[src/rtl/adc_capture_ctrl_pkg.sv]
// Shared definitions for the ADC capture scheduler: state and mode encodings plus
// default sizing shared with adc_frame_to_fifo.
package adc_capture_ctrl_pkg;

    localparam int unsigned WORDS_OUT_DEF  = 9;
    localparam int unsigned FIFO_DEPTH_DEF = 64;
    localparam int unsigned LEVEL_W_DEF    = 7;
    localparam int unsigned CNT_W_DEF      = 16;
    localparam int unsigned DECIM_W        = 8;
    localparam int unsigned ACC_W          = 32;

    typedef enum logic [1:0] {
        ST_IDLE  = 2'd0,
        ST_RUN   = 2'd1,
        ST_DRAIN = 2'd2
    } state_t;

    localparam logic MODE_CONT  = 1'b0;
    localparam logic MODE_BURST = 1'b1;

endpackage

[src/rtl/adc_capture_ctrl_sat_counter.sv]
// Saturating up-counter with synchronous clear; clear has priority over increment.
module sat_counter #(
    parameter int unsigned W = 16
) (
    input  logic         clk,
    input  logic         rst_n,
    input  logic         inc,
    input  logic         clr,
    output logic [W-1:0] q
);

    logic [W-1:0] r_q;

    always_ff @(posedge clk or negedge rst_n) begin
        if (!rst_n) begin
            r_q <= '0;
        end else if (clr) begin
            r_q <= '0;
        end else if (inc && (r_q != {W{1'b1}})) begin
            r_q <= r_q + W'(1);
        end
    end

    assign q = r_q;

endmodule

[src/rtl/adc_capture_ctrl.sv]
// Capture scheduler: gates ADC frames into the event FIFO by run state, decimation,
// FIFO free space and sequencer availability; keeps saturating accept/drop counters.
module adc_capture_ctrl
    import adc_capture_ctrl_pkg::*;
#(
    parameter int unsigned WORDS_OUT  = WORDS_OUT_DEF,
    parameter int unsigned FIFO_DEPTH = FIFO_DEPTH_DEF,
    parameter int unsigned LEVEL_W    = LEVEL_W_DEF,
    parameter int unsigned CNT_W      = CNT_W_DEF
) (
    input  logic               clk,
    input  logic               rst_n,
    input  logic               cfg_mode,
    input  logic [DECIM_W-1:0] cfg_decim,
    input  logic [CNT_W-1:0]   cfg_burst_len,
    input  logic               cmd_start,
    input  logic               cmd_stop,
    input  logic               cmd_clr_cnt,
    input  logic               adc_frame_valid,
    input  logic [LEVEL_W-1:0] fifo_level,
    input  logic               seq_busy,
    output logic               seq_frame_valid,
    output logic               running,
    output logic               done_pulse,
    output logic [ACC_W-1:0]   frames_accepted,
    output logic [CNT_W-1:0]   drop_full,
    output logic [CNT_W-1:0]   drop_busy
);

    localparam int unsigned FREE_W = LEVEL_W + 1;

    state_t               r_state;
    logic                 r_mode;
    logic [DECIM_W-1:0]   r_decim;
    logic [DECIM_W-1:0]   r_phase;
    logic [CNT_W-1:0]     r_frames_left;
    logic                 r_in_flight;
    logic                 r_busy_seen;
    logic                 r_done;

    logic [FREE_W-1:0]    w_level_ext;
    logic [FREE_W-1:0]    w_free;
    logic                 w_space_ok;
    logic                 w_blocked;
    logic                 w_sel;
    logic                 w_fwd;
    logic                 w_drop_busy;
    logic                 w_drop_full;
    logic                 w_last;
    logic [DECIM_W-1:0]   w_phase_next;

    // Occupancy beyond the FIFO depth is treated as no free space at all.
    assign w_level_ext  = FREE_W'(fifo_level);
    assign w_free       = FREE_W'(FIFO_DEPTH) - w_level_ext;
    assign w_space_ok   = (w_level_ext <= FREE_W'(FIFO_DEPTH)) && (w_free >= FREE_W'(WORDS_OUT));
    assign w_blocked    = seq_busy || r_in_flight;
    assign w_sel        = (r_state == ST_RUN) && adc_frame_valid && (r_phase == '0);
    assign w_fwd        = w_sel && !w_blocked && w_space_ok;
    assign w_drop_busy  = w_sel && w_blocked;
    assign w_drop_full  = w_sel && !w_blocked && !w_space_ok;
    assign w_last       = (r_mode == MODE_BURST) && (r_frames_left == CNT_W'(1));
    assign w_phase_next = (r_phase == r_decim) ? '0 : r_phase + DECIM_W'(1);

    assign seq_frame_valid = w_fwd;
    assign running         = (r_state != ST_IDLE);
    assign done_pulse      = r_done;

    // Run-state machine with configuration latched only on an accepted start.
    always_ff @(posedge clk or negedge rst_n) begin
        if (!rst_n) begin
            r_state       <= ST_IDLE;
            r_mode        <= MODE_CONT;
            r_decim       <= '0;
            r_phase       <= '0;
            r_frames_left <= '0;
            r_done        <= 1'b0;
        end else begin
            r_done <= 1'b0;
            case (r_state)
                ST_IDLE: begin
                    if (cmd_start && !cmd_stop) begin
                        r_mode        <= cfg_mode;
                        r_decim       <= cfg_decim;
                        r_phase       <= '0;
                        r_frames_left <= cfg_burst_len;
                        r_state       <= ((cfg_mode == MODE_BURST) && (cfg_burst_len == '0))
                                         ? ST_DRAIN : ST_RUN;
                    end
                end
                ST_RUN: begin
                    if (adc_frame_valid) begin
                        r_phase <= w_phase_next;
                    end
                    if (w_fwd && (r_mode == MODE_BURST)) begin
                        r_frames_left <= r_frames_left - CNT_W'(1);
                    end
                    if (cmd_stop || (w_fwd && w_last)) begin
                        r_state <= ST_DRAIN;
                    end
                end
                ST_DRAIN: begin
                    if (!r_in_flight && !seq_busy) begin
                        r_state <= ST_IDLE;
                        r_done  <= 1'b1;
                    end
                end
                default: r_state <= ST_IDLE;
            endcase
        end
    end

    // A forwarded frame stays in flight until the sequencer has gone busy and back to idle.
    always_ff @(posedge clk or negedge rst_n) begin
        if (!rst_n) begin
            r_in_flight <= 1'b0;
            r_busy_seen <= 1'b0;
        end else if (w_fwd) begin
            r_in_flight <= 1'b1;
            r_busy_seen <= 1'b0;
        end else if (r_in_flight) begin
            if (seq_busy) begin
                r_busy_seen <= 1'b1;
            end else if (r_busy_seen) begin
                r_in_flight <= 1'b0;
                r_busy_seen <= 1'b0;
            end
        end
    end

    sat_counter #(.W(ACC_W)) u_cnt_accepted (
        .clk   (clk),
        .rst_n (rst_n),
        .inc   (w_fwd),
        .clr   (cmd_clr_cnt),
        .q     (frames_accepted)
    );

    sat_counter #(.W(CNT_W)) u_cnt_drop_full (
        .clk   (clk),
        .rst_n (rst_n),
        .inc   (w_drop_full),
        .clr   (cmd_clr_cnt),
        .q     (drop_full)
    );

    sat_counter #(.W(CNT_W)) u_cnt_drop_busy (
        .clk   (clk),
        .rst_n (rst_n),
        .inc   (w_drop_busy),
        .clr   (cmd_clr_cnt),
        .q     (drop_busy)
    );

endmodule

[config.mk]
export PLATFORM = sky130hd
export DESIGN_NAME = adc_capture_ctrl
export DESIGN_NICKNAME = d
export VERILOG_FILES = /design/src/rtl/adc_capture_ctrl_pkg.sv /design/src/rtl/adc_capture_ctrl_sat_counter.sv /design/src/rtl/adc_capture_ctrl.sv
export SDC_FILE = /design/constraint.sdc
export NUM_CORES = 1
export LEC_CHECK = 0
export CAP_MARGIN = 25
export CORE_MARGIN = 3
export CORE_UTILIZATION = 45
export CTS_CLUSTER_SIZE = 12
export DETAILED_ROUTE_END_ITERATION = 8
export HOLD_SLACK_MARGIN = 0.02
export PLACE_DENSITY = 0.73
export SETUP_SLACK_MARGIN = 0.02
export SLEW_MARGIN = 25
export SYNTH_ARGS = -nofsm -noshare
export SYNTH_HDL_FRONTEND = slang
export SYNTH_HIERARCHICAL = 1
export SYNTH_SLANG_ARGS = --single-unit
[constraint.sdc]
create_clock -name clk -period 3 [get_ports clk]
set_input_delay 0.45 -clock clk [delete_from_list [all_inputs] [get_ports clk]]
set_output_delay 0.45 -clock clk [all_outputs]
set_load 0.005 [all_outputs]
==> results.cfg <==
[synth]
synth_top_family_by_area = simple AND/OR/NAND/NOR gates
yosys.cell_count.top_type = dfrtp_1
synth_top_area_cell = dfrtp_1
synth-compound-area-share = 0.1672
synth_nets = 706
synthCells = 660
synth-simple-area-share = 0.2932
synthTopCellsByCount = dfrtp_1, nand2_1, nor2_1
synthMuxAreaShare = 0.03000
synth_fa_ha_area_frac = 0.01448
synth-seq-cells = 102
syn_area_per_cell_um2 = 9.162
ys.flop_type = dfrtp_1
async_reset_ff_frac = 1.000
synth-xor-area-share = 0.03331
synth_top_cells_by_area = dfrtp_1, a21oi_1, nand2_1, nor2_1, xnor2_1
yosysTopAreaCellShare = 0.4221
synth_edf_count = 0
synthesis.area_um2 = 6047
synth.distinct_cells = 70
synth_seq_area_share = 0.4221
ys_warn_count = 6

[finish]
drive_gt1_frac = 0.1198
diodes = 0
final_area_um2 = 7632
syn_to_final_growth_pct = 26.22
fin_nets = 819

[floorplan]
start_util = 0.4696
chipWidth_um = 121.9
core_um2 = 12880
row_count = 41
pin_count = 106
dieArea_um2 = 14860
die_y_um = 121.9

[drt]
viasPerCell = 5.889
drtIter0Drc = 396
wl_per_cell_um = 16.42
num_vias = 5583
ant_nets = 0
drc = 0
routed_wl_um = 15560
dr.pass1.iters = 5

[clock_tree]
cts_resized = 0
clkTransAtPathRegs_ns = 0.07
cts.sinks = 102
cts_setup_buffers = 0
cts_buffers = 9
cts_hold_buf = 0
clock_latency_ns = 0.35
h-tree-depth = 3
tritoncts = done
max-clock-path-buffers = 2
root_buffer = clkbuf_16

[global_route]
overflow = 0
grt_max_degree = 61
antenna_found_initial = 1
grt.total_usage = 0.2124
grt_pass1_vias = 5320
grt_pass1_wl_um = 25720

[sta]
rsz0062_at_grt = no
period_share = 0.9276
worst_slew_pin_slew_ns = 0.7540
drv_slew = 0
fin_crit_ns = 2.783
fin_skew_ns = 0.009955
slew_headroom = 0.4927
finalSetupViolCount = 0
max_freq_mhz = 359.4
hold_viol_final = 0
fin_ws_ns = 0.2173

[setup_path]
cp_slowest_stage_delay_ns = 0.56
cp_data_required_time_ns = 2.55
cp_data_arrival_time_ns = 2.33
crit_chain = or4_4 > nor4_4 > nand3_2 > inv_2 > buf_4 > clkdlybuf4s50_1
crit_fanout = 5
end_kind = output port
crit_type = reg2out
r2r_setup_slack_ns = 0.30
start_kind = flip-flop
cp_slowest_cell = or4_4

[placement]
preCtsSetupSlack_ns = -0.07364
portBuffers = 102
gp_congestion = 0.8928
placed_area_um2 = 7360
dp_hpwl_um = 11050

[power_and_ir_drop]
p_seq_frac = 0.476
p_per_area_nw_per_um2 = 502.6
switching_share = 0.3285
p_clk_frac = 0.278
netSwitchingPower_w = 0.001260
p_leak_nw = 3.053
p_int_w = 0.002576
finalPower_w = 0.003836
power_frac_comb = 0.245
ir_drop_mv = 0.3395

[outcome]
status = complete, no violations

[hold_path]
hold_class = in2async

[job]
cap_violations = 0
==> power by group through the flow <==
| stage | clock network (W) | logic (W) | registers, W |
|---|---|---|---|
| floorplan | 0 | 0.000663 | 0.00178 |
| global placement | 0 | 0.000903 | 0.00183 |
| detailed placement | 0 | 0.000937 | 0.00184 |
| CTS | 0.00110 | 0.000942 | 0.00182 |
| global route | 0.00115 | 0.00106 | 0.00185 |
| finish | 0.00107 | 0.000941 | 0.00183 |
==> per-layer routing <==
metal  vias to the layer above  global-route usage  routed length [um]
li1                       2691                   -                   -
met1                      2723              0.2834                6895
met2                       151              0.3529                7677
met3                        16             0.03018                 735
met4                         2             0.07843                 240
met5                         -                   0                  13
==> flip-flops by register name, indices dropped and copies added (netlist names) <==
signal / count
u_cnt_accepted/q: 32
r_frames_left: 16
u_cnt_drop_busy/q: 16
u_cnt_drop_full/q: 16
r_decim: 8
r_phase: 8
r_state: 2
done_pulse: 1
r_busy_seen: 1
r_in_flight: 1
r_mode: 1
==> critical path: cells and delay by family, from the launching register on <==
| kind | cells | cell delay (ns) |
|---|---|---|
| AND/OR/NAND/NOR | 3 | 0.87 |
| flip-flops | 1 | 0.38 |
| buffers and inverters | 3 | 0.73 |
==> final cells by class <==
class / count / area, um2
Fill cell: 1152 / 5244
Tap cell: 172 / 215.2
Timing Repair Buffer: 131 / 1244
Multi-Input combinational cell: 504 / 3273
Sequential cell: 102 / 2552
Clock inverter: 3 / 21.27
Clock buffer: 11 / 232.7
Inverter: 25 / 93.84
==> through the flow <==
step	setup TNS [ns]	instances	utilization	hold WS, ns
2_1_floorplan	0	660	-	0.1544
3_3_place_gp	-0.04857	934	0.5716	0.4889
3_5_place_dp	-0.1606	934	0.5716	0.4849
4_1_cts	0	948	0.5913	0.1084
5_1_grt	0	948	0.5928	0.1344
6_report	0	948	0.5928	0.09305
==> placed cells by master, fill, tap and decap left out, types with 10 or more instances in the layout <==
cell type	netlist	layout
o31ai_1	22	22
dfrtp_1	102	102
or3_1	11	11
nand4_1	22	22
or4_1	15	15
inv_1	25	24
buf_4	1	29
nor3_1	11	11
clkdlybuf4s50_1	0	100
a31oi_1	14	14
nand2_1	62	62
and3_1	17	17
a21oi_1	51	51
nor2b_1	15	15
nand3_1	21	20
nor2_1	59	59
nor4_1	20	18
xnor2_1	20	20
o21ai_0	13	13
o21ai_1	10	10
==> path summary, 6_finish.rpt <==
| check | from | endpoint | depth (start not counted) |
|---|---|---|---|
| max in group asynchronous | rst_n | u_cnt_accepted/q[8] | 2 |
| max reg2reg | r_phase[2] | u_cnt_accepted/q[29] | 9 |
| min | rst_n | r_frames_left[4] | 1 |
| min in group clk | r_decim[6] | r_decim[6] | 2 |
| max | r_phase[2] | seq_frame_valid | 6 |
| min reg2reg | r_decim[6] | r_decim[6] | 2 |
==> logic make-up (layout without fill, tap and decap cells) <==
group,count (synthesis),in the layout
AND/OR/NAND/NOR,305,305
flip-flops,102,102
adder cells (fa/ha/maj),7,7
AO/OA/AOI/OAI,153,153
multiplexers,16,16
XOR/XNOR,23,23
buffers and inverters,54,170
(Power assumes the default switching activity.)
